**config.mk**
```make
export PLATFORM = sky130hd
export DESIGN_NAME = leb128_decoder_flat
export DESIGN_NICKNAME = d
export VERILOG_FILES = /design/src/rtl/leb128_decoder_if.sv /design/src/rtl/leb128_decoder.sv /design/src/flat_wrapper.sv
export SDC_FILE = /design/constraint.sdc
export NUM_CORES = 1
export LEC_CHECK = 0
export BUFFER_PORTS_ARGS = -buffer_cell sky130_fd_sc_hd__buf_4
export CORE_AREA = 2 2 142 144
export CTS_CLUSTER_SIZE = 28
export DETAILED_ROUTE_END_ITERATION = 10
export DIE_AREA = 0 0 144 146
export PLACE_DENSITY = 0.8
export SLEW_MARGIN = 20
export SYNTH_ARGS = -nofsm -noshare
export SYNTH_HDL_FRONTEND = slang
export SYNTH_SLANG_ARGS = --single-unit
```
**constraint.sdc**
```tcl
create_clock -name clk -period 5.59 [get_ports clk]
set_input_delay 0.2795 -clock clk [delete_from_list [all_inputs] [get_ports clk]]
set_output_delay 0.2795 -clock clk [all_outputs]
set_load 0.05 [all_outputs]
```
**src/rtl/leb128_decoder_if.sv**
```systemverilog
// leb128_decoder_if: handshake and result bundle between the instruction byte
// stream, the LEB128 decoder and the execute stage.
//   master : drives start/mode bits, the input byte stream and out_ready
//   slave  : the decoder; returns in_ready, the decoded result and busy
interface leb128_decoder_if #(
  parameter int DW = 64,
  parameter int LW = 4
);
  logic          start;
  logic          is_signed;
  logic          is_32;
  logic          in_valid;
  logic [7:0]    in_data;
  logic          in_ready;
  logic          out_valid;
  logic          out_ready;
  logic [DW-1:0] out_data;
  logic [LW-1:0] out_len;
  logic          out_error;
  logic          busy;

  modport master (
    output start, is_signed, is_32, in_valid, in_data, out_ready,
    input  in_ready, out_valid, out_data, out_len, out_error, busy
  );

  modport slave (
    input  start, is_signed, is_32, in_valid, in_data, out_ready,
    output in_ready, out_valid, out_data, out_len, out_error, busy
  );
endinterface

```
**src/rtl/leb128_decoder.sv**
```systemverilog
// leb128_decoder: sequential LEB128 immediate decoder, one byte per cycle.
// Decodes signed/unsigned values at 32- or 64-bit width into a 64-bit result
// plus its encoded length, and flags over-long or non-canonical encodings.
// Ports:
//   clk   : clock, rising edge
//   reset : asynchronous, active-high
//   bus   : leb128_decoder_if.slave (start/mode, byte stream in, result out)
//
// state    | meaning
// ---------+------------------------------------------------------------
// S_IDLE   | waiting for start; mode bits latched on start
// S_DECODE | accepting bytes (in_ready=1) until a final byte or length limit
// S_DONE   | result held on out_valid until out_ready
module leb128_decoder #(
  parameter int DW = 64,
  parameter int LW = 4
) (
  input logic              clk,
  input logic              reset,
  leb128_decoder_if.slave  bus
);

  typedef enum logic [1:0] {S_IDLE, S_DECODE, S_DONE} state_t;

  localparam logic [DW-1:0] ONE     = {{(DW-1){1'b0}}, 1'b1};
  localparam logic [LW-1:0] MAX_32  = LW'(5);
  localparam logic [LW-1:0] MAX_64  = LW'(10);

  state_t        state_q, state_d;
  logic [DW-1:0] acc_q, acc_d;
  logic [6:0]    shift_q, shift_d;
  logic [LW-1:0] count_q, count_d;
  logic          signed_q, signed_d;
  logic          is32_q, is32_d;
  logic          out_valid_q, out_valid_d;
  logic [DW-1:0] out_data_q, out_data_d;
  logic [LW-1:0] out_len_q, out_len_d;
  logic          out_error_q, out_error_d;
  logic          busy_q, busy_d;

  logic          accept;
  logic          cont;
  logic          last_slot;
  logic          finish;
  logic          canon_bad;
  logic          dec_err;
  logic [LW-1:0] count_inc;
  logic [6:0]    sh7;
  logic [DW-1:0] acc_add;
  logic [DW-1:0] low_mask;
  logic [DW-1:0] n_mask;
  logic [DW-1:0] value_n;
  logic [DW-1:0] value_ext;

  assign accept    = (state_q == S_DECODE) && bus.in_valid;
  assign cont      = bus.in_data[7];
  assign count_inc = count_q + 1'b1;
  assign last_slot = (count_inc == (is32_q ? MAX_32 : MAX_64));
  // A byte ends the decode either by clearing continuation or by hitting the limit.
  assign finish    = !cont || last_slot;
  assign sh7       = shift_q + 7'd7;
  assign acc_add   = acc_q | ({{(DW-7){1'b0}}, bus.in_data[6:0]} << shift_q);

  // Sign fill covers [N-1 : shift+7]; nothing to fill once shift+7 reaches N.
  assign low_mask  = (sh7 >= 7'd64) ? '1 : ((ONE << sh7) - ONE);
  assign n_mask    = is32_q ? {{(DW-32){1'b0}}, {32{1'b1}}} : '1;
  assign value_n   = acc_add | ((signed_q && bus.in_data[6]) ? (~low_mask & n_mask) : '0);
  assign value_ext = is32_q ? {{(DW-32){signed_q & value_n[31]}}, value_n[31:0]} : value_n;

  // Only the byte in the last slot can carry bits beyond the target width.
  always_comb begin
    canon_bad = 1'b0;
    case ({is32_q, signed_q})
      2'b10:   canon_bad = |bus.in_data[6:4];
      2'b11:   canon_bad = !((bus.in_data[6:3] == 4'h0) || (bus.in_data[6:3] == 4'hF));
      2'b00:   canon_bad = |bus.in_data[6:1];
      default: canon_bad = !((bus.in_data[6:0] == 7'h00) || (bus.in_data[6:0] == 7'h7F));
    endcase
  end

  assign dec_err = last_slot && (cont || canon_bad);

  always_ff @(posedge clk or posedge reset) begin
    if (reset) state_q <= S_IDLE;
    else       state_q <= state_d;
  end

  always_comb begin
    state_d = state_q;
    case (state_q)
      S_IDLE:   if (bus.start)          state_d = S_DECODE;
      S_DECODE: if (accept && finish)   state_d = S_DONE;
      S_DONE:   if (bus.out_ready)      state_d = S_IDLE;
      default:                          state_d = S_IDLE;
    endcase
  end

  always_comb begin
    acc_d       = acc_q;
    shift_d     = shift_q;
    count_d     = count_q;
    signed_d    = signed_q;
    is32_d      = is32_q;
    out_valid_d = out_valid_q;
    out_data_d  = out_data_q;
    out_len_d   = out_len_q;
    out_error_d = out_error_q;
    busy_d      = (state_d != S_IDLE);
    case (state_q)
      S_IDLE: begin
        if (bus.start) begin
          acc_d    = '0;
          shift_d  = '0;
          count_d  = '0;
          signed_d = bus.is_signed;
          is32_d   = bus.is_32;
        end
      end
      S_DECODE: begin
        if (accept) begin
          acc_d   = acc_add;
          shift_d = sh7;
          count_d = count_inc;
          if (finish) begin
            out_valid_d = 1'b1;
            out_len_d   = count_inc;
            out_error_d = dec_err;
            out_data_d  = dec_err ? '0 : value_ext;
          end
        end
      end
      S_DONE: begin
        if (bus.out_ready) begin
          out_valid_d = 1'b0;
          out_error_d = 1'b0;
        end
      end
      default: ;
    endcase
  end

  always_ff @(posedge clk or posedge reset) begin
    if (reset) begin
      acc_q       <= '0;
      shift_q     <= '0;
      count_q     <= '0;
      signed_q    <= 1'b0;
      is32_q      <= 1'b0;
      out_valid_q <= 1'b0;
      out_data_q  <= '0;
      out_len_q   <= '0;
      out_error_q <= 1'b0;
      busy_q      <= 1'b0;
    end else begin
      acc_q       <= acc_d;
      shift_q     <= shift_d;
      count_q     <= count_d;
      signed_q    <= signed_d;
      is32_q      <= is32_d;
      out_valid_q <= out_valid_d;
      out_data_q  <= out_data_d;
      out_len_q   <= out_len_d;
      out_error_q <= out_error_d;
      busy_q      <= busy_d;
    end
  end

  assign bus.in_ready  = (state_q == S_DECODE);
  assign bus.out_valid = out_valid_q;
  assign bus.out_data  = out_data_q;
  assign bus.out_len   = out_len_q;
  assign bus.out_error = out_error_q;
  assign bus.busy      = busy_q;

endmodule

```
**src/flat_wrapper.sv**
```systemverilog
// flat-port wrapper written by rule: the top's interface ports become plain ports
module leb128_decoder_flat 
#(
  parameter int DW = 64,
  parameter int LW = 4
)
  (clk, reset, bus_start, bus_is_signed, bus_is_32, bus_in_valid, bus_in_data, bus_out_ready, bus_in_ready, bus_out_valid, bus_out_data, bus_out_len, bus_out_error, bus_busy);
  leb128_decoder_if #(.DW(DW), .LW(LW)) bus_i ();
  input logic clk;
  input logic reset;
  input wire logic [$bits(bus_i.start)-1:0] bus_start;
  input wire logic [$bits(bus_i.is_signed)-1:0] bus_is_signed;
  input wire logic [$bits(bus_i.is_32)-1:0] bus_is_32;
  input wire logic [$bits(bus_i.in_valid)-1:0] bus_in_valid;
  input wire logic [$bits(bus_i.in_data)-1:0] bus_in_data;
  input wire logic [$bits(bus_i.out_ready)-1:0] bus_out_ready;
  output wire logic [$bits(bus_i.in_ready)-1:0] bus_in_ready;
  output wire logic [$bits(bus_i.out_valid)-1:0] bus_out_valid;
  output wire logic [$bits(bus_i.out_data)-1:0] bus_out_data;
  output wire logic [$bits(bus_i.out_len)-1:0] bus_out_len;
  output wire logic [$bits(bus_i.out_error)-1:0] bus_out_error;
  output wire logic [$bits(bus_i.busy)-1:0] bus_busy;
  assign bus_i.start = bus_start;
  assign bus_i.is_signed = bus_is_signed;
  assign bus_i.is_32 = bus_is_32;
  assign bus_i.in_valid = bus_in_valid;
  assign bus_i.in_data = bus_in_data;
  assign bus_i.out_ready = bus_out_ready;
  assign bus_in_ready = bus_i.in_ready;
  assign bus_out_valid = bus_i.out_valid;
  assign bus_out_data = bus_i.out_data;
  assign bus_out_len = bus_i.out_len;
  assign bus_out_error = bus_i.out_error;
  assign bus_busy = bus_i.busy;
  leb128_decoder #(.DW(DW), .LW(LW)) u_core (.clk(clk), .reset(reset), .bus(bus_i));
endmodule
```
* Word-level counts from Yosys, hierarchy flattened *
Index checks and enable logic that the tools add are counted.
W data, S select, Z words.

operators by class
  add/sub/neg operators = 3
  $mul = 0
  div/mod/pow operators = 0
  magnitude comparators = 1
  equal/unequal tests = 11
  shift operators = 2
  mux-type cells = 27
  bitwise logic cells = 5
  reduce and logical (&&, ||, !) cells = 24

operator list
  kind                     count
  $mux W64                 7
  $or A64 B64 Y64          2
  $pmux W64 S2             1
  $and A64 B64 Y64         1
  $not A64 Y64             1
  $shl A1 B7 Y64 const A   1
  $shl A7 B7 Y64           1
  $sub A64 B1 Y64 const B  1
  $mux W7                  2
  $pmux W7 S2              1
  $mux W4                  3
  $pmux W4 S2              1
  $add A7 B3 Y7 const B    1
  $eq A7 B7 Y1 const B     1
  $ge A7 B7 Y1 const B     1
  $logic_not A7 Y1         1
  $eq A2 B2 Y1 const B     3
  $mux W2                  3
  $pmux W2 S3              1
  $reduce_and A3 Y1        2
  $reduce_bool A2 Y1       3
  $reduce_or A6 Y1         1
  $mux W1                  5
  $add A4 B1 Y4 const B    1
  16 further kinds         28

word-level totals
  register bits = 150
  bits in latches = 0
  bits in writable memories = 0
  ROM bits = 0
  output and inout bits = 72
  memories = 0

* Logic depth before layout (Yosys ltp) *
Gate-level depths: netlist (run 1).

  depth in word-level cells = 11
  depth in mapped cells = 19
  gate-level depth less buffers = 14

* Least setup slack after synthesis (run 1) *
No wires, ideal clock.

  path type = register -> register
  from = register u_core.shift_q[1]
  to = register u_core.out_data_q[30] (netlist: u_core.bus.out_data[30])
  arrival time = 3.971 ns
  slack = 1.537 ns
  stages on the path, launching flop included = 19
  buffers on the path = 4
  period minus slack after synthesis = 4.053 ns
  cell sequence = dfrtp_1 -> buf_2 -> buf_1 -> inv_1 -> ha_1 -> nor2b_1 -> nor3_1 -> buf_2 -> or3_1 -> buf_4 -> nor2_1 -> nand2_1 -> ha_1 -> o31ai_4 -> nor3_2 -> nand2_1 -> nor4_1 -> mux2_1 -> a31oi_1

on the way
  cells in the longest elaborated chain, start to end = 10

RTL lines
  what                      line                   RTL
  start: declaration        leb128_decoder.sv:31   logic [6:0] shift_q, shift_d;
  start signal: assignment  leb128_decoder.sv:156  shift_q <= shift_d;
  $add A7 B3 Y7             leb128_decoder.sv:61   assign sh7 = shift_q + 7'd7;
  $shl A1 B7 Y64            leb128_decoder.sv:65   assign low_mask = (sh7 >= 7'd64) ? '1 : ((ONE << sh7) - ONE);
  $sub A64 B1 Y64           leb128_decoder.sv:65
  $mux W64                  leb128_decoder.sv:65
  $not A64 Y64              leb128_decoder.sv:67   assign value_n = acc_add | ((signed_q && bus.in_data[6]) ? (~low_mask & n_mask) : '0);
  $and A64 B64 Y64          leb128_decoder.sv:67
  $mux W64                  leb128_decoder.sv:67
  $or A64 B64 Y64 *         leb128_decoder.sv:67
  $mux W64 *                leb128_decoder.sv:68   assign value_ext = is32_q ? {{(DW-32){signed_q & value_n[31]}}, value_n[31:0]} : value_n;
  $mux W64 *                leb128_decoder.sv:128  out_data_d = dec_err ? '0 : value_ext;
  end signal: assignment    leb128_decoder.sv:161  out_data_q <= out_data_d;
  end: declaration          leb128_decoder.sv:36   logic [DW-1:0] out_data_q, out_data_d;

Mark *: on every way between the ends. The rest lies on a longest branch, timed or not.
A chain may end at the register's enable or synchronous reset.

* Final worst setup path (run 1) *
  from = register u_core.shift_q[5]
  to = register u_core.out_data_q[30] (netlist: u_core.bus.out_data[30])

The elaborated chain is that of the path after synthesis.

==> impl_results.md, run 1 <==
- Worst slack, placed: around 1300 ps
- Mean Syn Cell Area: 8.341 um2
- Fraction of registers with async set/reset: 100.0%
- Layout cells sized above 1: around 17%
- Clock Latency Late Sink: approximately 450 ps
- CTS tree: done
- DRC violations left: 0
- DR vias/cell: between 6 and 7
- WHS: just over 0.6 ps
- Total power: 8670 uW
- Post-Route Skew: ~11 ps
- Area delta synth->final: 16.10%
- Die Wd: about 140 um
- Clock Path Buffers: 2
- Max Cap Violations: 0
- Fin worst setup slack: ~1100 ps
- Critical path required time: 5960 ps
- Cell variety after synth: 92
- Resized cells post-CTS: 0
- Final setup TNS: 0 ps
- CP cell instances: nand2b_1 -> nor3_1 -> buf_4 -> or3_1 -> buf_4 -> nor2_1 -> nand2_1 -> ha_1 -> o31ai_4 -> nor3_2 -> nand2_1 -> nor4_1 -> mux2_1 -> a31oi_1
- Critical Path AT: slightly below 5000 ps
- Rel. slew slack: around a fifth
- Largest net degree at the start of global routing: 95
- Critical Path Source Type: flip-flop
- Final period util: approximately four fifths
- Final net count: roughly 1300
- CP Class: reg2reg
- CORE AREA: 0.01933 mm2
- Worst Tran Pin Value: about 1200 ps
- Final Max Slew Viols: 0
- Syn Nets: roughly 1200
- Tmin final: ~4500 ps
- GPL Wtd Cong: 1.067
- Vias: 10160
- Design area: around 0.011 mm2
- Clk slew on worst S/H paths: 80 ps
- # Post-CTS Setup Buffers: 0
- Iteration count of the initial detailed-routing pass: 7
- Hpwl dp: ~30 mm
- First-pass GRT wire length: 60.78 mm
- Total Wirelength: a little over 40 mm
- Initial Utilization: approximately half
- Initial antenna violation count: 2
- Leak Pwr: roughly 0.005 uW
- Ys Warns: 0
- Final setup vio count: 0
- RSZ-0062 raised after global routing: no
- CTS H-tree depth: 4
- Syn Std Cell Area: between 0.009 and 0.01 mm2
- Crit path largest cell delay: between 800 and 900 ps
- IO Port Bufs: 86
- Clock sinks: 150
- Critical path's slowest cell: dfrtp_1
- Status: completed
- Register area share after synthesis: around two fifths
- Root buffer cell: clkbuf_16
- Post-Syn Instances: approximately 1200
- Die Ht: about 150 um
- TritonCTS Buffers: 17
- Number of diodes: 0
- Crit path max fanout: 18
- Ports: between 80 and 90
- PD cells: approximately 760 mW/mm2
- Post-synthesis register bit count: 150
- Vias in the first global route: around 9600
- Worst min-delay path category: in2async
- Gr usage total: 38.89%
- Peak supply drop: between 0.5 and 0.6 mV
- DIE AREA: between 0.02 and 0.025 mm2
- Setup crit end kind: flip-flop
- Post-place instance area: about 0.011 mm2
- Row cnt: 51
- Final ANT Viol Nets: 0
- Initial detailed-routing violation count: around 1400
- DR WL/cell: around 27 um
- Fmax: about 0.22 GHz
- Dominant synthesized flop cell: dfrtp_1
- Final hold violation count: 0
- EDFF count, synth: 0
- Gr ovfl total: 0
- Hold-fix buffers at CTS: 0
## flip-flops by register name, indices dropped and copies added (netlist names), 2 cells and up
register             cells
u_core.count_q           4
u_core.acc_q            64
u_core.bus.out_data     64
u_core.shift_q           7
u_core.state_q           2
u_core.bus.out_len       4
## cell usage in the layout (no fill, tap or decap), types with 7 or more instances in the layout
cell       netlist  layout
mux2i_1         11      11
ha_1             7       7
or3_1           10      10
and2_1          10      10
a2111oi_0        7       7
dfrtp_1        150     150
nor4_1          15      14
nor3_1          31      26
a22o_1          35      35
a22oi_1          9       9
xnor2_1         20      20
a211o_1         14      14
nor3_2           6      10
nand2_1        151     150
nand2b_1        10      10
inv_1           11      10
nand3_1         27      27
a211oi_1        19      19
a31oi_1         16      16
clkbuf_16        0      17
o21ai_0         82      82
xor2_1          10      10
buf_4            6     130
o21ai_1         17      16
nor2_1         120     119
a21oi_1        126     126
and3_1           9       9
a32oi_1          9       9
a221oi_1        17      17
o31ai_1          7       7
nor2b_1          7       7
nand4_1          9       9
## report_power, final
part           total (uW)  switching [uW]  internal (uW)  leakage [uW]
Sequential           1620             233           1390       0.00201
Combinational        5870            4110           1760       0.00255
Clock                1180             572            606      0.000295
Total                8670            4910           3760       0.00486
## cell families after synthesis
family	count (synthesis)	share of synthesized area, %
simple gates	437	21.36
compound gates	430	30.00
flops	150	38.43
buf+inv	99	4.471
xor+xnor	32	3.023
mux	16	1.819
fa+ha+maj	7	0.8967
## routing by layer
layer / up-vias / track usage, % / wire, um
li1: 4470 / - / -
met5: - / 0 / 17
met1: 4900 / 53.82 / 16340
met4: 2 / 18.48 / 2123
met3: 138 / 8.917 / 4228
met2: 646 / 57.45 / 17670
## worst max-delay path, delay by kind of cell, from the launching register on
kind | cells | cell delay, ps
flip-flops | 1 | 840
adder cells (fa/ha/maj) | 1 | 270
AO/OA/AOI/OAI | 2 | 330
AND/OR/NAND/NOR | 8 | 2070
multiplexers | 1 | 430
buffers and inverters | 2 | 450
## synthesized netlist by cell type, types with 17 or more instances
cell type	count	area share, %
nand2_1	151	5.8
o21ai_0	82	4.2
dfrtp_1	150	38
a21oi_1	126	6.5
xnor2_1	20	1.8
nor3_1	31	1.6
nor2_1	120	4.6
a221oi_1	17	1.5
o21ai_1	17	0.87
a211oi_1	19	1.5
nand3_1	27	1.4
clkbuf_1	57	2.2
a22o_1	35	3.1
## metrics by stage
step / utilization [%] / cells
after floorplan: - / 1171
after global placement: 55.47 / 1480
after global routing: 58.65 / 1512
after detailed placement: 55.47 / 1480
after CTS: 58.58 / 1512
final: 58.65 / 1512
## final cells by class
class | instances | area, um2
clock buffer | 17 | 425.4
sequential | 150 | 3754
fill | 1765 | 7995
multi-input combinational | 922 | 5623
timing repair buffer | 130 | 975.9
inverter | 13 | 53.80
tap | 265 | 331.6
clock inverter | 15 | 176.4
## worst paths after layout
path / start / endpoint / slack [ps] / cells past startpoint
worst max-delay path: u_core.shift_q[5] / u_core.bus.out_data[30] / 1130 / 14
worst min-delay path: reset / u_core.acc_q[47] / 0.6 / 2
worst max register to register: u_core.shift_q[5] / u_core.bus.out_data[30] / 1130 / 14
worst min register to register: u_core.bus.out_data[12] / u_core.bus.out_data[12] / 480 / 2
max in group asynchronous: reset / u_core.bus.out_data[12] / 4340 / 3
min in group clk: bus_is_signed / u_core.signed_q / 50 / 3
(Power assumes the default switching activity.)
==> run 2, diff against run 1 <==
--- a/config.mk
+++ b/config.mk
@@ -5,12 +5,13 @@
 export SDC_FILE = /design/constraint.sdc
 export NUM_CORES = 1
 export LEC_CHECK = 0
+export ABC_AREA = 1
 export BUFFER_PORTS_ARGS = -buffer_cell sky130_fd_sc_hd__buf_4
-export CORE_AREA = 2 2 142 144
+export CORE_AREA = 2 2 149 151
 export CTS_CLUSTER_SIZE = 28
 export DETAILED_ROUTE_END_ITERATION = 10
-export DIE_AREA = 0 0 144 146
-export PLACE_DENSITY = 0.8
+export DIE_AREA = 0 0 151 153
+export PLACE_DENSITY = 0.83
 export SLEW_MARGIN = 20
 export SYNTH_ARGS = -nofsm -noshare
 export SYNTH_HDL_FRONTEND = slang
==> constraint.sdc (replaced) <==
create_clock -name clk -period 4.1 [get_ports clk]
set_input_delay 0.205 -clock clk [delete_from_list [all_inputs] [get_ports clk]]
set_output_delay 0.205 -clock clk [all_outputs]
set_load 0.05 [all_outputs]
==> run 2 against run 1 <==
  * The run now ends with hold timing left
  * Global-route usage fell by 0.24 points
  * Critical path type unchanged
  * First-iteration DRC count is 0.79% lower
  * Clock skew is 9.2 ps higher
  * Worst hold slack lost 1.6 ps
  * Critical path depth increased by 6
  * Flip-flop and latch count did not move
  * Setup slack got worse by 740 ps
  * Cell area is 10% higher
  * Largest cell class unchanged
  * Final cell count rose by 37%
  * Area after synthesis up 11%
  * Clock-buffer cell count unchanged
  * Via count grew 18%
==> impl_results.md, run 2 <==
- Post-synthesis mux area share: 0.1965% (-1.6 points)
- Largest net degree at the start of global routing: 117 (+23%)
- RSZ-0062 raised after global routing: no
- Hpwl dp: 34.15 mm (+17%)
- Ranking of synthesized cells by area: dfrtp_1 35%, nand2_1 16%, nor2_1 9.9%
- Resized cells post-CTS: 0 (unchanged)
- Final ANT Viol Nets: 0 (unchanged)
- Layout cells sized above 1: 13.33% (-4.0 points)
- DRC violations left: 0 (unchanged)
- Post-synthesis register bit count: 150 (unchanged)
- Hold Startpoint: bus_is_signed
- Clk slew on worst S/H paths: 70 ps (about the same)
- Most frequent cells in the layout: 457 x nand2_1, 285 x nor2_1, 170 x nand3_1, 167 x inv_1, 150 x dfrtp_1
- Area delta synth->final: 15.55%
- RR Startpoint: u_core.shift_q[1]
- Initial detailed-routing violation count: 1390 (-0.79%)
- Critical Path Source Type: flip-flop
- Main combinational cell family by area after synthesis: simple AND/OR/NAND/NOR gates
- Rel. slew slack: 34.83% (+15 points)
- Cell variety after synth: 45 (-51%)
- Setup crit end kind: flip-flop
- Status: finished with violations
- DIE AREA: 0.02310 mm2 (+9.9%)
- Dominant synthesized flop cell: dfrtp_1
- CP Class: reg2reg
- Gr ovfl total: 0 (unchanged)
- Die Ht: 153 um (+4.8%)
- Ys Warns: 0 (unchanged)
- GPL Wtd Cong: 1.061 (-0.53%)
- Clock Latency Late Sink: 450 ps (about the same)
- Worst setup path startpoint: u_core.shift_q[1]
- DR WL/cell: 21.44 um (-20%)
- Synth top cells by count: 458 x nand2_1, 286 x nor2_1, 170 x nand3_1, 168 x inv_1, 150 x dfrtp_1
- Post-Route Skew: 20.57 ps (+9.238 ps)
- EDFF count, synth: 0 (unchanged)
- DR vias/cell: 5.813 (-13%)
- Vias: 12020 (+18%)
- Syn Std Cell Area: 0.01082 mm2 (+11%)
- WHS: -0.9862 ps (-1.600 ps)
- Failing checks: hold timing
- Initial antenna violation count: 1 (-1)
- TritonCTS Buffers: 17 (unchanged)
- Critical Path AT: 4080 ps (-760 ps)
- Vias in the first global route: 11030 (+15%)
- Biggest area consumer among synthesized cells: dfrtp_1
- Total Wirelength: 44.31 mm (+9.7%)
- Worst min-delay path category: in2reg
- Register area share after synthesis: 34.68% (-3.7 points)
- Initial Utilization: 50.37% (-0.14 points)
- CTS H-tree depth: 4 (unchanged)
- CTS tree: done
- Fmax: 0.2692 GHz (+20%)
- Final Max Slew Viols: 0 (unchanged)
- Synth Area in Simple Gates: 39.17% (+18 points)
- First-pass GRT wire length: 66.56 mm (+9.5%)
- Syn Nets: 1713 (+44%)
- Critical path required time: 4470 ps (-1490 ps)
- Mean Syn Cell Area: 6.400 um2 (-23%)
- Final hold violation count: 1 (+1)
- Compound-gate portion of the synthesized area: 14.49% (-16 points)
- Final setup vio count: 0 (unchanged)
- IO Port Bufs: 86 (unchanged)
- Die Wd: 151 um (+4.9%)
- Final net count: 1795 (+43%)
- Iteration count of the initial detailed-routing pass: 6 (-1)
- Max Cap Violations: 0 (unchanged)
- Commonest non-fill, non-tap cell in the layout: nand2_1
- Worst Tran Pin Value: 967.3 ps (-223.8 ps)
- Clock sinks: 150 (unchanged)
- Tmin final: 3714 ps (-749.1 ps)
- Final period util: 90.59% (+11 points)
- Clock Path Buffers: 2 (unchanged)
- Fraction of registers with async set/reset: 100.0% (unchanged)
- Most common cell in the netlist: nand2_1
- Post-Synth Adder-Cell Area: 0.8092% (-0.087 points)
- Xor/xnor share of the synthesized area: 0.6243% (-2.4 points)
- Final setup TNS: 0 ps (unchanged)
- Root buffer cell: clkbuf_16
- Post-Syn Instances: 1691 (+44%)
- Ports: 87 (unchanged)
- Crit path max fanout: 15 (-3)
- CORE AREA: 0.02149 mm2 (+11%)
- Share of the synthesized area in the top cell type: 34.68% (-3.7 points)
- Gr usage total: 38.65% (-0.24 points)
- Row cnt: 54 (+5.9%)
run 2: cell count changes in the layout (fill, tap and decap cells not counted), sizes merged, moves of 20 or more:
cell,before,now
a21oi,126,79
o21ai,101,140
nor2,120,307
a22o,35,12
a211oi,20,0
inv,21,183
nor3,38,6
nand2,151,477
nand3,27,179
run 2: per-stage QoR:
| step | setup WS [ps] | utilization (%) | cell area (um2) | cells | hold slack (ps) |
|---|---|---|---|---|---|
| after detailed placement | 593.6 | 55.17 | 11850 | 2032 | 412.9 |
| after global placement | 583.2 | 55.17 | 11850 | 2032 | 390.3 |
| after CTS | 515.9 | 58.19 | 12500 | 2066 | 2.375 |
| after floorplan | 888.4 | - | 10830 | 1691 | 302.3 |
| final | 385.9 | 58.21 | 12510 | 2067 | -0.9862 |
| after global routing | 167.5 | 58.19 | 12500 | 2066 | 5.088 |
run 2: path summary, 6_finish.rpt:
check | to | slack, ps | depth (start not counted)
worst min-delay path | u_core.signed_q | -1 | 2
max in group asynchronous | u_core.acc_q[60] | 2500 | 4
worst min register to register | u_core.bus.out_data[55] | 480 | 2
min in group asynchronous | u_core.bus.out_data[52] | 480 | 3
worst max-delay path | u_core.bus.out_data[54] | 390 | 20
worst max register to register | u_core.bus.out_data[54] | 390 | 20
run 2: cell families after synthesis:
kind of cell,count (synthesis)
mux,2
xor+xnor,6
buf+inv,252
compound gates,281
flops,150
simple gates,993
fa+ha+maj,7
run 2: timing repair:
action	4_1_cts	5_1_grt
setup endpoints to repair	0	0
hold endpoints to repair	35	0
buffers inserted	0	0
hold buffers	2	0
run 2: layout make-up:
| type | count | area, um2 |
|---|---|---|
| Inverter | 177 | 673.1 |
| Timing Repair Buffer | 138 | 1091 |
| Sequential cell | 150 | 3754 |
| Clock inverter | 15 | 205.2 |
| Antenna cell | 1 | 2.502 |
| Fill cell | 2158 | 8980 |
| Clock buffer | 17 | 425.4 |
| Tap cell | 280 | 350.3 |
| Multi-Input combinational cell | 1289 | 6005 |
run 2: metal layers:
| metal | vias to the layer above | wire length (um) | track usage [%] |
|---|---|---|---|
| met5 | - | 0 | 0 |
| met4 | 0 | 1864 | 15.31 |
| met3 | 89 | 3615 | 5.522 |
| met2 | 606 | 19900 | 60.35 |
| met1 | 5728 | 18930 | 54.01 |
| li1 | 5593 | - | - |
run 2: critical path: stages, from the launching register on:
cell	delay (ps)
dfrtp_1	380
inv_1	220
ha_1	350
nand2_8	90
nand4_1	110
nand2_2	100
nand3_2	280
buf_4	210
nor2_1	70
inv_1	100
ha_1	210
nand3_2	140
nor2_4	250
inv_1	170
nor2_1	360
nand2_1	110
nand2_1	70
nand3_1	120
nand2_1	120
nand3_1	90
nand2_1	90
Power of run 2 is left out: the tool's default activity adds up to more than one toggle a clock period on the data nets, which glitch-free logic cannot reach.
==> run 3, diff against run 2 <==
--- a/config.mk
+++ b/config.mk
@@ -11,7 +11,8 @@
 export CTS_CLUSTER_SIZE = 28
 export DETAILED_ROUTE_END_ITERATION = 10
 export DIE_AREA = 0 0 151 153
-export PLACE_DENSITY = 0.83
+export PLACE_DENSITY = 0.72
+export RECOVER_POWER = 50
 export SLEW_MARGIN = 20
 export SYNTH_ARGS = -nofsm -noshare
 export SYNTH_HDL_FRONTEND = slang
==> run 3 against run 2 <==
  * The flow finishes with violations (capacitance limit, slew limit)
  * Setup slack worse by 11 ps
  * Clock skew decreased by 9.0 ps
  * Wire length decreased by 1.6%
  * Worst hold slack improved by 21 ps
  * Critical path type unchanged
  * Highest routed layer unchanged
==> impl_results.md, run 3 (same netlist as run 2, synthesis figures left out) <==
- Status: finished with violations
- Failing checks: capacitance limit, slew limit
- Row cnt: 54 (unchanged)
- Clock Latency Late Sink: 440 ps (about the same)
- Max Cap Violations: 2 (+2)
- Post-Route Skew: 11.61 ps (-8.960 ps)
- Ports: 87 (unchanged)
- Clock sinks: 150 (unchanged)
- Final period util: 90.86% (+0.27 points)
- Fmax: 0.2684 GHz (-0.30%)
- CTS tree: done
- Worst path bufs/invs: 4 (unchanged)
- Iteration count of the initial detailed-routing pass: 6 (unchanged)
- Initial Utilization: 50.37% (unchanged)
- Met1 Usage GRT: 52.34% (-1.7 points)
- Final setup vio count: 0 (unchanged)
- Post-Place Cells: 2021 (-0.54%)
- Crit path max fanout: 19 (+4)
- Final ANT Viol Nets: 0 (unchanged)
- CTS H-tree depth: 4 (unchanged)
- Gr usage total: 38.24% (-0.41 points)
- Rel. slew slack: -12.36% (-47 points)
- Critical path required time: 4470 ps (about the same)
- Die Ht: 153 um (unchanged)
- IO Port Bufs: 86 (unchanged)
- Worst Tran Pin Value: 1685 ps (+718.0 ps)
- GPL Wtd Cong: 1.105 (+4.2%)
- Critical Path AT: 4100 ps (+20 ps)
- Final cell count without fillers: 2056 (-0.53%)
- Die Wd: 151 um (unchanged)
- CP cell instances: inv_2 -> ha_1 -> nand2_8 -> nand4_1 -> nand2_2 -> nand3_2 -> buf_4 -> a21oi_1 -> inv_1 -> nand3_1 -> nor2_2 -> a21oi_1 -> o21ai_0 -> buf_4 -> nand3_1 -> nand2_1
- Gr ovfl total: 0 (unchanged)
- Commonest non-fill, non-tap cell in the layout: nand2_1
- GR Util met2: 58.61% (-1.7 points)
- DIE AREA: 0.02310 mm2 (unchanged)
- Area delta synth->final: 11.88%
- Initial detailed-routing violation count: 1179 (-15%)
- Final Max Slew Viols: 153 (+153)
- Largest net degree at the start of global routing: 119 (+1.7%)
- Critical Path Source Type: flip-flop
- DR WL/cell: 21.20 um (-1.1%)
- Vias: 11960 (-0.51%)
- Tmin final: 3725 ps (+11.13 ps)
- Final hold violation count: 0 (-1)
- First-pass GRT wire length: 65.67 mm (-1.3%)
- Initial antenna violation count: 1 (unchanged)
- Number of diodes: 0 (-1)
- DRC violations left: 0 (unchanged)
- TritonCTS Buffers: 17 (unchanged)
- CP Class: reg2reg
- Hpwl dp: 33.73 mm (-1.3%)
- Critical path's top delay family: simple AND/OR/NAND/NOR gates
- Crit path largest cell delay: 530 ps (+150 ps)
- Critical path's slowest cell: nor2_2
- Layout cells sized above 1: 8.784% (-4.5 points)
- Met3 usage: 6.746% (+1.2 points)
- DR vias/cell: 5.815 (about the same)
- CORE AREA: 0.02149 mm2 (unchanged)
- Fillers: 2174 (+0.74%)
- Final setup TNS: 0 ps (unchanged)
- Most frequent cells in the layout: 457 x nand2_1, 285 x nor2_1, 170 x nand3_1, 167 x inv_1, 149 x dfrtp_1
- Clock Path Buffers: 2 (unchanged)
- Setup crit end kind: flip-flop
- Vias in the first global route: 11060 (+0.23%)
- Final core occ: 56.36% (-1.8 points)
- Most Crowded Layer GR: met2
- Final net count: 1785 (-0.56%)
- Clk slew on worst S/H paths: 70 ps (about the same)
- RSZ-0062 raised after global routing: no
- Root buffer cell: clkbuf_16
- Worst min-delay path category: in2reg
- Total Wirelength: 43.59 mm (-1.6%)
run 3: cell types whose count changed in the layout (fill, tap and decap cells not counted), sizes merged:
cell and delta:
clkbuf +74, clkinv +2, inv -1, clkinvlp -1, dlygate4sd3 +1, buf -84
diode -1, bufinv -1
run 3: path summary, 6_finish.rpt:
check	startpoint	endpoint	slack, ps	cells after the start
max in group asynchronous	reset	u_core.shift_q[0]	860	4
min in group asynchronous	reset	u_core.bus.out_data[47]	710	3
setup reg to reg	u_core.shift_q[0]	u_core.bus.out_data[33]	370	16
setup / recovery	u_core.shift_q[0]	u_core.bus.out_data[33]	370	16
hold / removal	bus_is_32	u_core.is32_q	20	3
hold reg to reg	u_core.bus.out_data[63]	u_core.bus.out_data[63]	480	2
run 3: per-stage QoR:
stage	setup slack (ps)	area (um2)	hold slack [ps]
global route	116.8	12110	27.50
detailed placement	368.2	11750	408.6
CTS	311.8	12390	14.35
global placement	509.0	11750	399.7
finish	374.8	12110	19.62
floorplan	888.4	10830	302.3
run 3: worst min-delay path, stage by stage:
cell	delay, ps
buf_4	80
nor2_1	30
a21oi_1	90
run 3: what timing repair did:
item | 4_1_cts | 5_1_grt
setup buffers | 0 | 0
hold buffers | 3 | 0
gates resized for setup | 0 | 1
endpoints found under the hold margin | 34 | 0
setup endpoints to repair | 0 | 15
run 3: metal layers:
metal | share of wire, % | wire length [um]
met1 | 41 | 18050
met5 | 0 | 0
met4 | 5.6 | 2428
met3 | 8.9 | 3858
met2 | 44 | 19240
run 3: cell type report:
cell class | count | area (um2) | share of cell area, %
clock buffer | 18 | 429.2 | 3.544
clock inverter | 14 | 185.2 | 1.529
inverter | 177 | 670.6 | 5.538
multi-input combinational | 1289 | 6005 | 49.59
sequential | 150 | 3755 | 31.01
tap | 280 | 350.3 | 2.893
timing repair buffer | 128 | 714.4 | 5.900
Power of run 3 is left out for the same reason.
